--- config.mk ---
export PLATFORM = sky130hd
export DESIGN_NAME = display_scheduler_flat
export DESIGN_NICKNAME = d
export VERILOG_FILES = /design/src/rtl/display_scheduler_pkg.sv /design/src/rtl/display_scheduler_if.sv /design/src/rtl/display_scheduler_msg_slot.sv /design/src/rtl/display_scheduler.sv /design/src/flat_wrapper.sv
export SDC_FILE = /design/constraint.sdc
export NUM_CORES = 1
export LEC_CHECK = 0
export BUFFER_PORTS_ARGS = -buffer_cell sky130_fd_sc_hd__buf_2
export CAP_MARGIN = 20
export CELL_PAD_IN_SITES_DETAIL_PLACEMENT = 0
export CELL_PAD_IN_SITES_GLOBAL_PLACEMENT = 1
export CORE_UTILIZATION = 42
export CTS_CLUSTER_DIAMETER = 80
export DETAILED_ROUTE_END_ITERATION = 6
export GPL_ROUTABILITY_DRIVEN = 0
export HOLD_SLACK_MARGIN = 0.1
export PLACE_DENSITY_LB_ADDON = 0.15
export SYNTH_ARGS = -nofsm -noshare
export SYNTH_HDL_FRONTEND = slang
export SYNTH_SLANG_ARGS = --single-unit
--- constraint.sdc ---
create_clock -name clk -period 2.5 [get_ports clk]
set_input_delay 0.375 -clock clk [delete_from_list [all_inputs] [get_ports clk]]
set_output_delay 0.375 -clock clk [all_outputs]
set_load 0.03 [all_outputs]
--- src/rtl/display_scheduler_pkg.sv ---
// Shared types and helpers for the display scheduler: state encoding, source ids,
// default blank nibble and counter sizing.
package display_scheduler_pkg;

  typedef enum logic [1:0] {
    ST_IDLE  = 2'd0,
    ST_SHOW1 = 2'd1,
    ST_SHOW2 = 2'd2
  } state_e;

  localparam logic [1:0] SRC_BG   = 2'd0;
  localparam logic [1:0] SRC_MSG1 = 2'd1;
  localparam logic [1:0] SRC_MSG2 = 2'd2;

  localparam logic [3:0] BLANK_DEFAULT = 4'hF;

  // A counter that reloads to n-1 and never wraps needs clog2(n) bits, but at least one.
  function automatic int cntWidth(input int n);
    return (n > 1) ? $clog2(n) : 1;
  endfunction

  function automatic logic [1:0] srcOf(input state_e st);
    case (st)
      ST_SHOW1: return SRC_MSG1;
      ST_SHOW2: return SRC_MSG2;
      default:  return SRC_BG;
    endcase
  endfunction

endpackage

--- src/rtl/display_scheduler_if.sv ---
// Request/data inputs and digit outputs of the display scheduler, grouped as one bus.
interface display_scheduler_if;

  logic        tick_i;
  logic [15:0] bg_val_i;
  logic        req1_i;
  logic [15:0] msg1_i;
  logic        blink1_i;
  logic        req2_i;
  logic [15:0] msg2_i;
  logic        blink2_i;
  logic [3:0]  d1_o;
  logic [3:0]  d2_o;
  logic [3:0]  d3_o;
  logic [3:0]  d4_o;
  logic [1:0]  active_src_o;
  logic        busy_o;

  modport master (
    output tick_i, bg_val_i, req1_i, msg1_i, blink1_i, req2_i, msg2_i, blink2_i,
    input  d1_o, d2_o, d3_o, d4_o, active_src_o, busy_o
  );

  modport slave (
    input  tick_i, bg_val_i, req1_i, msg1_i, blink1_i, req2_i, msg2_i, blink2_i,
    output d1_o, d2_o, d3_o, d4_o, active_src_o, busy_o
  );

endinterface

--- src/rtl/display_scheduler_msg_slot.sv ---
// One message slot: latched digits, blink flag and pending flag.
// A load in the same cycle as a clear wins, so a fresh request is never lost.
module display_scheduler_msg_slot (
  input  logic        clk,
  input  logic        clr,
  input  logic        load_i,
  input  logic        clear_i,
  input  logic [15:0] data_i,
  input  logic        blink_i,
  output logic [15:0] data_o,
  output logic        blink_o,
  output logic        pend_o
);

  logic [15:0] data_q;
  logic        blink_q;
  logic        pend_q;

  always_ff @(posedge clk or posedge clr) begin
    if (clr) begin
      data_q  <= '0;
      blink_q <= 1'b0;
      pend_q  <= 1'b0;
    end else if (load_i) begin
      data_q  <= data_i;
      blink_q <= blink_i;
      pend_q  <= 1'b1;
    end else if (clear_i) begin
      pend_q  <= 1'b0;
    end
  end

  assign data_o  = data_q;
  assign blink_o = blink_q;
  assign pend_o  = pend_q;

endmodule

--- src/rtl/display_scheduler.sv ---
// Shares a 4-digit display between a background value and two one-shot messages,
// src2 over src1 over background, each message held for HOLD_T ticks with optional blink.
module display_scheduler
  import display_scheduler_pkg::*;
#(
  parameter int         HOLD_T     = 2000,
  parameter int         BLINK_T    = 250,
  parameter logic [3:0] BLANK_CODE = BLANK_DEFAULT
) (
  input logic                clk,
  input logic                clr,
  display_scheduler_if.slave bus
);

  localparam int HW = cntWidth(HOLD_T);
  localparam int BW = cntWidth(BLINK_T);

  state_e          state_q, state_d;
  logic [HW-1:0]   holdCnt_q, holdCnt_d;
  logic [BW-1:0]   blinkCnt_q, blinkCnt_d;
  logic            phaseOn_q, phaseOn_d;
  logic [15:0]     digits_q, digits_d;

  logic [15:0]     data1, data2;
  logic            blink1, blink2, pend1, pend2;
  logic            clear1, clear2, reload, advance, expire;

  display_scheduler_msg_slot u_slot1 (
    .clk     (clk),
    .clr     (clr),
    .load_i  (bus.req1_i),
    .clear_i (clear1),
    .data_i  (bus.msg1_i),
    .blink_i (bus.blink1_i),
    .data_o  (data1),
    .blink_o (blink1),
    .pend_o  (pend1)
  );

  display_scheduler_msg_slot u_slot2 (
    .clk     (clk),
    .clr     (clr),
    .load_i  (bus.req2_i),
    .clear_i (clear2),
    .data_i  (bus.msg2_i),
    .blink_i (bus.blink2_i),
    .data_o  (data2),
    .blink_o (blink2),
    .pend_o  (pend2)
  );

  assign expire = bus.tick_i && (state_q != ST_IDLE) && (holdCnt_q == '0);

  // Requests take precedence over an expiry on the same edge; req1 cannot interrupt SHOW2.
  always_comb begin
    state_d    = state_q;
    holdCnt_d  = holdCnt_q;
    blinkCnt_d = blinkCnt_q;
    phaseOn_d  = phaseOn_q;
    clear1     = 1'b0;
    clear2     = 1'b0;
    reload     = 1'b0;
    advance    = 1'b0;

    if (bus.req2_i) begin
      state_d = ST_SHOW2;
      reload  = 1'b1;
    end else if (bus.req1_i && (state_q != ST_SHOW2)) begin
      state_d = ST_SHOW1;
      reload  = 1'b1;
    end else if (expire) begin
      clear1 = (state_q == ST_SHOW1);
      clear2 = (state_q == ST_SHOW2);
      if ((state_q == ST_SHOW2) && (pend1 || bus.req1_i)) begin
        state_d = ST_SHOW1;
        reload  = 1'b1;
      end else begin
        state_d = ST_IDLE;
      end
    end else if (bus.tick_i && (state_q != ST_IDLE)) begin
      advance = 1'b1;
    end

    if (advance) begin
      holdCnt_d = holdCnt_q - HW'(1);
      if (blinkCnt_q == BW'(BLINK_T - 1)) begin
        blinkCnt_d = '0;
        phaseOn_d  = ~phaseOn_q;
      end else begin
        blinkCnt_d = blinkCnt_q + BW'(1);
      end
    end

    if (reload) begin
      holdCnt_d  = HW'(HOLD_T - 1);
      blinkCnt_d = '0;
      phaseOn_d  = 1'b1;
    end
  end

  always_comb begin
    digits_d = bus.bg_val_i;
    case (state_q)
      ST_SHOW1: digits_d = (blink1 && !phaseOn_q) ? {4{BLANK_CODE}} : data1;
      ST_SHOW2: digits_d = (blink2 && !phaseOn_q) ? {4{BLANK_CODE}} : data2;
      default:  ;
    endcase
  end

  always_ff @(posedge clk or posedge clr) begin
    if (clr) begin
      state_q    <= ST_IDLE;
      holdCnt_q  <= '0;
      blinkCnt_q <= '0;
      phaseOn_q  <= 1'b1;
      digits_q   <= '0;
    end else begin
      state_q    <= state_d;
      holdCnt_q  <= holdCnt_d;
      blinkCnt_q <= blinkCnt_d;
      phaseOn_q  <= phaseOn_d;
      digits_q   <= digits_d;
    end
  end

  assign bus.d1_o         = digits_q[15:12];
  assign bus.d2_o         = digits_q[11:8];
  assign bus.d3_o         = digits_q[7:4];
  assign bus.d4_o         = digits_q[3:0];
  assign bus.active_src_o = srcOf(state_q);
  assign bus.busy_o       = pend1 | pend2;

endmodule

--- src/flat_wrapper.sv ---
// flat-port wrapper written by rule: the top's interface ports become plain ports
module display_scheduler_flat import display_scheduler_pkg::*;
#(
  parameter int         HOLD_T     = 2000,
  parameter int         BLINK_T    = 250,
  parameter logic [3:0] BLANK_CODE = BLANK_DEFAULT
)
  (clk, clr, bus_tick_i, bus_bg_val_i, bus_req1_i, bus_msg1_i, bus_blink1_i, bus_req2_i, bus_msg2_i, bus_blink2_i, bus_d1_o, bus_d2_o, bus_d3_o, bus_d4_o, bus_active_src_o, bus_busy_o);
  display_scheduler_if bus_i ();
  input logic clk;
  input logic clr;
  input wire logic [$bits(bus_i.tick_i)-1:0] bus_tick_i;
  input wire logic [$bits(bus_i.bg_val_i)-1:0] bus_bg_val_i;
  input wire logic [$bits(bus_i.req1_i)-1:0] bus_req1_i;
  input wire logic [$bits(bus_i.msg1_i)-1:0] bus_msg1_i;
  input wire logic [$bits(bus_i.blink1_i)-1:0] bus_blink1_i;
  input wire logic [$bits(bus_i.req2_i)-1:0] bus_req2_i;
  input wire logic [$bits(bus_i.msg2_i)-1:0] bus_msg2_i;
  input wire logic [$bits(bus_i.blink2_i)-1:0] bus_blink2_i;
  output wire logic [$bits(bus_i.d1_o)-1:0] bus_d1_o;
  output wire logic [$bits(bus_i.d2_o)-1:0] bus_d2_o;
  output wire logic [$bits(bus_i.d3_o)-1:0] bus_d3_o;
  output wire logic [$bits(bus_i.d4_o)-1:0] bus_d4_o;
  output wire logic [$bits(bus_i.active_src_o)-1:0] bus_active_src_o;
  output wire logic [$bits(bus_i.busy_o)-1:0] bus_busy_o;
  assign bus_i.tick_i = bus_tick_i;
  assign bus_i.bg_val_i = bus_bg_val_i;
  assign bus_i.req1_i = bus_req1_i;
  assign bus_i.msg1_i = bus_msg1_i;
  assign bus_i.blink1_i = bus_blink1_i;
  assign bus_i.req2_i = bus_req2_i;
  assign bus_i.msg2_i = bus_msg2_i;
  assign bus_i.blink2_i = bus_blink2_i;
  assign bus_d1_o = bus_i.d1_o;
  assign bus_d2_o = bus_i.d2_o;
  assign bus_d3_o = bus_i.d3_o;
  assign bus_d4_o = bus_i.d4_o;
  assign bus_active_src_o = bus_i.active_src_o;
  assign bus_busy_o = bus_i.busy_o;
  display_scheduler #(.HOLD_T(HOLD_T), .BLINK_T(BLINK_T), .BLANK_CODE(BLANK_CODE)) u_core (.clk(clk), .clr(clr), .bus(bus_i));
endmodule
After elaboration in Yosys (flattened, before gate mapping)

Cells that the tools add are included.

Order comparisons: 0
$mul: 0
Divide/modulo/power cells: 0
Bitwise logic cells: 2
$add $sub $neg: 2
Eq/ne operators: 4
Reductions and logical operators: 16
Multiplexer cells: 34
Shifts and indexed selects: 0

Operators by type and width:

| kind                    | number |
|---|---|
| $mux W16                | 2 |
| $pmux W16 S2            | 1 |
| $mux W8                 | 3 |
| $mux W1                 | 22 |
| $mux W11                | 2 |
| $logic_not A11 Y1       | 1 |
| $sub A11 B1 Y11 const B | 1 |
| $reduce_bool A2 Y1      | 5 |
| $add A8 B1 Y8 const B   | 1 |
| $eq A8 B8 Y1 const B    | 1 |
| $logic_and A1 B1 Y1     | 6 |
| $mux W2                 | 3 |
| $pmux W2 S2             | 1 |
| $reduce_bool A3 Y1      | 1 |
| $eq A2 B1 Y1 const B    | 1 |
| $eq A2 B2 Y1 const B    | 1 |
| $ne A2 B2 Y1 const B    | 1 |
| $reduce_and A2 Y1       | 1 |
| $logic_not A1 Y1        | 1 |
| $logic_or A1 B1 Y1      | 1 |
| $not A1 Y1              | 1 |
| $or A1 B1 Y1            | 1 |

Memories kept: 0
ROM bits: 0
Output and inout bits: 19
Logic and storage cells: 69
Register bits after elaboration: 74
Latch bits: 0
Input bits: 55
Bits in writable memories: 0

Depth between registers and ports, before layout

Gate-level depths: netlist of the first run.

Depth in word-level cells: 8
Gate-level depth with buffers: 8
Depth with buffers taken out: 7

By module

From an unflattened synthesis of the first run, not the netlist that was laid out.

Cell total of the unflattened synthesis: 308
Area total of the unflattened synthesis: 3,538.4 um^2

Modules (own cells, without submodules):

| module                     | seq. area each (um^2) | area an instance (um^2) | instances | cells an instance |
|---|---|---|---|---|
| display_scheduler          | 952.2                 | 2,092.0                 | 1         | 228 |
| display_scheduler_msg_slot | 450.4                 | 723.2                   | 2         | 40 |

Worst setup path before layout of the first run

Ideal clock, no wire load.

Path type: register to register
Start: register u_core.state_q[0]
End: register u_core.blinkCnt_q[6]
Path slack: 489 ps
Required time: 2,421 ps
Clock period less this slack: 2,011 ps
Buffers on the path: 0
Stages on the path, launching flop included: 8
Setup time: 79 ps
Arrival: 1,932 ps
Path through: dfrtp_1 inv_1 ha_1 nor2b_1 nor2_2 nand3_1 or4_1 a21oi_1

Word-level cells in the longest chain between the ends: 7
Elaborated cells on any way between the ends: 17
Classes of those cells: eq/ne (2); mux (9); reduce/logical (6)

Ends and longest elaborated chain:

| element                                                   | RTL line                                                                  | source |
|---|---|---|
| from (decl)                                               | display_scheduler.sv:18                                                   | `state_e state_q, state_d;` |
| from (signal assigned)                                    | display_scheduler.sv:118                                                  | `state_q <= state_d;` |
| $eq A2 B2 Y1 / $reduce_bool A2 Y1 (equally long branches) | display_scheduler.sv:74, display_scheduler.sv:52, display_scheduler.sv:80 |  |
| $logic_and A1 B1 Y1, on equally long branches             | display_scheduler.sv:74, display_scheduler.sv:52, display_scheduler.sv:80 |  |
| $mux W1, or another cell as far along                     | display_scheduler.sv:74                                                   | `if ((state_q == ST_SHOW2) && (pend1 \|\| bus.req1_i)) begin` |
| $mux W1                                                   | display_scheduler.sv:71                                                   | `end else if (expire) begin` |
| $mux W1                                                   | display_scheduler.sv:68                                                   | `end else if (bus.req1_i && (state_q != ST_SHOW2)) begin` |
| $mux W1                                                   | display_scheduler.sv:65                                                   | `if (bus.req2_i) begin` |
| $mux W8 / $reduce_bool A2 Y1 (equally long branches)      | n/a                                                                       |  |
| to (signal assigned)                                      | display_scheduler.sv:120                                                  | `blinkCnt_q <= blinkCnt_d;` |
| to (decl)                                                 | display_scheduler.sv:20                                                   | `logic [BW-1:0] blinkCnt_q, blinkCnt_d;` |

Several ways; a longest one is shown, not always the timed one.
A chain may end at the register's enable or synchronous reset.

Worst setup path in the final report of the first run

Same ends and word-level chain as after synthesis.

==> metrics.yaml, run 1 <==
critPathMaxFanout: 11
syn_area_um2: 3460
seq_area_frac_synth_pct: 53.5
synthTopCellsByCount: "dfrtp_1, o21ai_0, mux2_2"
die_w_um: 92.8
syn_nets: 379
syn_to_final_growth_pct: 22.0
slowest_stage: "or4_1"
pin_count: 74
synth_compound_area_share_pct: 12.4
p_per_area_nw_per_um2: 689
hold_class: "in -> async"
worst_hold_slack_ps: 157
ys_warn_count: 0
clk_latency_ps: 340
drv_cap: 0
place_hpwl_mm: 5.67
worstSetupPathType: "reg -> reg"
arrival_ps: 2450
cts_resized: 0
synth_seq_cells: 74
yosys.area.top_type: "dfrtp_1"
synthArstFlopShare_pct: 100
grt_max_degree: 35
crit_path_end: "u_core.blinkCnt_q[6]$_DFFE_PP0P_"
r2r_start: "u_core.state_q[0]$_DFFE_PP0P_"
synth.area.top_cells: "dfrtp_1, mux2_2, o21ai_0, a31oi_1, nor2_1"
cts_buffers: 9
drtIter0Drc: 92
critPathMaxStageDelay_ps: 590
end_kind: "flip-flop"
fmax_ghz: 0.458
final_antenna_net_count: 0
cts_root_buf: "clkbuf_8"
drc: 0
cp-start-kind: "flip-flop"
ir_worst_vdd_mv: 0.307
totalWireLength_mm: 8.01
syn_inst: 317
fin_crit_ps: 2190
ys_types: 45
wl_per_cell_um: 15.9
synth-xor-area-share_pct: 2.28
setup_violations: 0
synth_top_family_by_area: "simple AND/OR/NAND/NOR gates"
maxSlewViolCount: 0
crit_path_start: "u_core.state_q[0]$_DFFE_PP0P_"
synthMostInstantiatedCell: "dfrtp_1"
worst_slack_ps: 315
synthAdderAreaFrac_pct: 2.53
hold_buffers: 0
grt_antenna_before_repair: 0
rows: 32
tightest_slew_ps: 744
n_antenna_cell: 0
cts_tree: "done"
fin_nets: 460
coreArea_um2: 7850
rrSetupSlack_ps: 310
post_cts_buffers: 0
yosys.area_share.simple_pct: 15.7
power.leakage_nw: 1.81
initial_core_util_pct: 44.1
vias_per_cell: 5.30
clk_path_buf_depth: 2
worstPathCellList: "inv_1 > ha_1 > nor2b_1 > nand3_1 > or4_1 > a21oi_1"
reg2reg_to: "u_core.blinkCnt_q[6]$_DFFE_PP0P_"
hold_viol_final: 0
synth-edff-count: 0
grt_setup_unrepaired: "no"
dr.pass1.iters: 4
fin_skew_ps: 11.5
portBuffers: 73
grt_pass1_wl_mm: 12.9
htreeDepth: 3
die_height_um: 92.8
synth.mux.area_fraction_pct: 11.1
cp.required_ps: 2770
post-place-ws_ps: 305
reg2reg_depth: 6
yosysTopAreaCellShare_pct: 52.7
track_usage_pct: 19.6
power.total_mw: 2.91
grt_overflow: 0
cts_sinks: 74
vias: 2671
outcome: "completed"
fin_crit_sh_pct: 87.4
drive_above_1_share_pct: 37.1
path_clk_slew_ps: 80
relSlewSlack_pct: 50.3
finalSetupTns_ps: 0
syn_area_per_cell_um2: 10.9
synth_ff_type: "dfrtp_1"
grt_pass1_vias: 2601
fill_cells: 753
dieArea_um2: 8620
==> worst min path at each step <==
stage | start | end | slack (ps) | depth (start not counted)
floorplan | u_core.u_slot2.pend_o$_DFFE_PP0P_ | u_core.u_slot2.pend_o$_DFFE_PP0P_ | 440 | 1
global placement | u_core.u_slot2.pend_o$_DFFE_PP0P_ | u_core.u_slot2.pend_o$_DFFE_PP0P_ | 450 | 1
detailed placement | u_core.u_slot2.pend_o$_DFFE_PP0P_ | u_core.u_slot2.pend_o$_DFFE_PP0P_ | 460 | 1
CTS | clr | u_core.digits_q[3]$_DFF_PP0_ | 160 | 2
global route | clr | u_core.digits_q[0]$_DFF_PP0_ | 200 | 2
finish | clr | u_core.digits_q[0]$_DFF_PP0_ | 160 | 2
==> through the flow <==
step / area (um2) / std cells / util [%]
after floorplan: 3460 / 317 / -
after global placement: 4010 / 489 / 51.1
after detailed placement: 4010 / 489 / 51.1
after CTS: 4230 / 504 / 53.9
after global routing: 4230 / 504 / 53.9
final: 4230 / 504 / 53.9
==> sequential cells by signal, indices dropped and copies added, names as in the netlist <==
register / flops
u_core.u_slot2.pend_o: 1
u_core.u_slot2.blink_o: 1
u_core.digits_q: 16
u_core.phaseOn_q: 1
u_core.state_q: 2
u_core.blinkCnt_q: 8
u_core.holdCnt_q: 11
u_core.u_slot1.data_o: 16
u_core.u_slot1.pend_o: 1
u_core.u_slot1.blink_o: 1
u_core.u_slot2.data_o: 16
==> routing by layer <==
layer | track usage [%] | vias up | part of all wire, %
met5 | 0 | - | 0
met4 | 6.67 | 0 | 1.1
li1 | - | 1304 | -
met1 | 25.8 | 1308 | 46
met3 | 3.78 | 8 | 3.9
met2 | 32.3 | 51 | 49
==> where the power goes <==
group	total (mW)	internal [mW]	switching, mW
logic	0.546	0.204	0.342
registers	1.36	1.32	0.0449
clock network	1.01	0.560	0.447
total	2.91	2.08	0.833
==> logic make-up after synthesis <==
kind of cell,Yosys count
multiplexers,34
flip-flops,74
AND/OR/NAND/NOR,94
adder cells (fa/ha/maj),7
buffers and inverters,22
XOR/XNOR,9
AO/OA/AOI/OAI,77
==> final cells by class <==
class | instances | area, um2 | area share [%]
clock buffers | 9 | 124 | 2.93
multi-input cells | 221 | 1520 | 36.0
inverters | 6 | 22.5 | 0.533
repair buffers | 86 | 488 | 11.5
flip-flops and latches | 74 | 1850 | 43.8
well taps | 102 | 128 | 3.02
clock inverters | 6 | 90.1 | 2.13
==> worst max-delay path: cells and delay by family, from the launching register on <==
family | cells | cell delay [ps]
AOI/OAI and AO/OA | 1 | 150
adders and majority gates | 1 | 200
buffers and inverters | 1 | 70
DFF | 1 | 370
and+or+nand+nor | 3 | 1330
==> cells in the final DEF (no fill, tap or decap), drive strengths merged, types with 2 or more instances in the layout <==
master / instances
a31o: 2
buf: 86
a21oi: 10
clkbuf: 9
and3: 2
mux2: 34
nor3: 5
or4: 3
dfrtp: 73
or2: 2
nand3: 14
nand3b: 2
o21ai: 42
nand2: 16
nor2b: 5
nor2: 27
nand4: 4
nor4b: 3
nand4b: 2
bufinv: 2
or3: 5
ha: 7
nor4: 2
xor2: 8
clkinv: 2
inv: 7
a31oi: 17
a21o: 3
(Power assumes the default switching activity.)
==> run 2: changes to the inputs <==
--- a/config.mk
+++ b/config.mk
@@ -5,11 +5,9 @@
 export SDC_FILE = /design/constraint.sdc
 export NUM_CORES = 1
 export LEC_CHECK = 0
-export BUFFER_PORTS_ARGS = -buffer_cell sky130_fd_sc_hd__buf_2
+export BUFFER_PORTS_ARGS = -buffer_cell sky130_fd_sc_hd__buf_4
 export CAP_MARGIN = 20
-export CELL_PAD_IN_SITES_DETAIL_PLACEMENT = 0
-export CELL_PAD_IN_SITES_GLOBAL_PLACEMENT = 1
-export CORE_UTILIZATION = 42
+export CORE_UTILIZATION = 47
 export CTS_CLUSTER_DIAMETER = 80
 export DETAILED_ROUTE_END_ITERATION = 6
 export GPL_ROUTABILITY_DRIVEN = 0
==> run 2 against run 1 <==
Effect of this change:
- count of clock-buffer cells in the layout is 2 higher
- via count is 0.52% higher
- clock skew is 1.1 ps higher
- die area is 10% lower
- critical path type unchanged
- largest cell class unchanged
- largest power group unchanged
==> metrics.yaml, run 2 (same netlist as run 1, synthesis figures left out) <==
p_sw_share_pct: 26.6  # -2.0 points
drv_cap: 0  # unchanged
clk_path_buf_depth: 2  # unchanged
die_height_um: 87.9  # -5.4%
final_antenna_net_count: 0  # unchanged
fin_util_pct: 63.5  # +9.7 points
cts_resized: 0  # unchanged
grt_max_degree: 75  # +110%
post_cts_buffers: 0  # unchanged
outcome: "completed"
vias: 2685  # +0.52%
maxSlewViolCount: 0  # unchanged
cp.required_ps: 2720  # -50 ps
vias_per_cell: 5.41  # +2.1%
path_clk_slew_ps: 90  # about the same
grt_antenna_before_repair: 0  # unchanged
r2r_start: "u_core.holdCnt_q[0]$_DFFE_PP0P_"
cts_tree: "done"
m1WireLength_mm: 3.39  # -8.6%
grt_pass1_wl_mm: 13.1  # +1.2%
end_kind: "flip-flop"
place_hpwl_mm: 5.27  # -7.1%
dpl_cell_area_um2: 4150  # +3.3%
fin_crit_ps: 2110  # -73.7 ps
p_per_area_nw_per_um2: 709  # +2.8%
highest_layer: "met4"
drtIter0Drc: 157  # +71%
reg2reg_depth: 8  # +2
drc: 0  # unchanged
fin_skew_ps: 12.6  # +1.09 ps
dr.pass1.iters: 4  # unchanged
final_common_cell: "buf_4"
hold_class: "in -> async"
finalSetupTns_ps: 0  # unchanged
power_frac_clock_pct: 37.4  # +2.8 points
post-place-ws_ps: 374  # +68.5 ps
cts_sinks: 74  # unchanged
drive_above_1_share_pct: 36.8  # -0.31 points
grt_pass1_vias: 2742  # +5.4%
final_area_um2: 4410  # +4.4%
portBuffers: 73  # unchanged
critPathMaxFanout: 12  # +1
worst_slack_ps: 389  # +73.7 ps
relSlewSlack_pct: 59.1  # +8.8 points
final_cell_mix: "buf_4, dfrtp_1, o21ai_0, mux2_2, nor2_1"
hold_buffers: 0  # unchanged
power.leakage_nw: 1.88  # +3.8%
initial_core_util_pct: 49.9  # +5.7 points
cp-start-kind: "flip-flop"
grt_overflow: 0  # unchanged
worstSetupPathType: "reg -> reg"
grt_setup_unrepaired: "no"
setup_violations: 0  # unchanged
track_usage_pct: 22.4  # +2.7 points
dieArea_um2: 7720  # -10%
coreArea_um2: 6940  # -12%
cts_buffers: 9  # unchanged
arrival_ps: 2340  # -110 ps
seqPwrFrac_pct: 43.6  # -3.1 points
pin_count: 74  # unchanged
rows: 30  # -6.3%
cts_root_buf: "clkbuf_8"
fmax_ghz: 0.474  # +3.5%
switching_power_mw: 0.831  # -0.30%
tightest_slew_ps: 613  # -131 ps
fin_nets: 457  # -0.65%
totalWireLength_mm: 7.73  # -3.4%
clk_latency_ps: 330  # about the same
intPower_mw: 2.30  # +10%
met2_length_mm: 4.02  # +3.1%
wl_per_cell_um: 15.6  # -1.8%
ir_worst_vdd_mv: 0.480  # +57%
die_w_um: 87.9  # -5.4%
n_antenna_cell: 0  # unchanged
fin_crit_sh_pct: 84.5  # -2.9 points
crit_path_start: "u_core.holdCnt_q[0]$_DFFE_PP0P_"
p_comb_share_pct: 19.0  # +0.3 points
syn_to_final_growth_pct: 27.4
hold_viol_final: 0  # unchanged
dr_wl_met3_um: 291  # -6.1%
htreeDepth: 3  # unchanged
-- run 2: changes by cell type in the layout (fill, tap and decap cells not counted) --
cell / previous run / this run
buf_12: 2 / 1
buf_2: 73 / 0
buf_4: 11 / 82
bufinv_16: 2 / 3
clkbuf_8: 9 / 11
clkinv_2: 1 / 0
clkinv_4: 1 / 0
clkinvlp_4: 1 / 0
inv_6: 1 / 2
-- run 2: path summary, 6_finish.rpt --
check / to / slack [ps]
worst min register to register: u_core.u_slot2.pend_o$_DFFE_PP0P_ / 470
min in group clk: u_core.u_slot2.data_o[13]$_DFFE_PP0P_ / 260
worst max-delay path: u_core.blinkCnt_q[5]$_DFFE_PP0P_ / 390
worst max register to register: u_core.blinkCnt_q[5]$_DFFE_PP0P_ / 390
max in group asynchronous: u_core.phaseOn_q$_DFFE_PP1P_ / 2040
worst min-delay path: u_core.u_slot1.data_o[0]$_DFFE_PP0P_ / 120
-- run 2: metal layers --
metal / GRT usage [%] / vias to the layer above
met5: 0 / -
met4: 4.17 / 0
met3: 6.31 / 2
met2: 37.9 / 55
li1: - / 1295
met1: 28.9 / 1333
-- run 2: cell type report --
type,count,area (um2)
clock buffers,11,151
clock inverters,5,108
fillers,581,2530
inverters,6,22.5
multi-input cells,221,1520
flip-flops and latches,74,1850
well taps,96,120
repair buffers,83,636
-- run 2: power by group through the flow --
stage          Clock [mW]  Combinational [mW]  Sequential [mW]
6_report             1.17               0.593             1.36
4_1_cts              1.20               0.601             1.36
3_3_place_gp            0               0.592             1.39
3_5_place_dp            0               0.599             1.39
2_1_floorplan           0               0.235             1.50
5_1_grt              1.25               0.646             1.38
-- run 2: metrics by stage --
step | hold slack, ps | power, mW | std cells
3_3_place_gp | 451 | 1.98 | 479
5_1_grt | 127 | 3.27 | 496
6_report | 118 | 3.13 | 496
4_1_cts | 123 | 3.17 | 495
2_1_floorplan | 441 | 1.74 | 317
3_5_place_dp | 457 | 1.99 | 479
-- run 2: worst max-delay path, stage by stage (launching register included) --
cell	delay [ps]
dfrtp_1	380
inv_1	110
ha_1	170
nor4b_4	300
nand3_2	270
nand3_1	370
buf_4	210
nor3_1	50
a21o_1	150
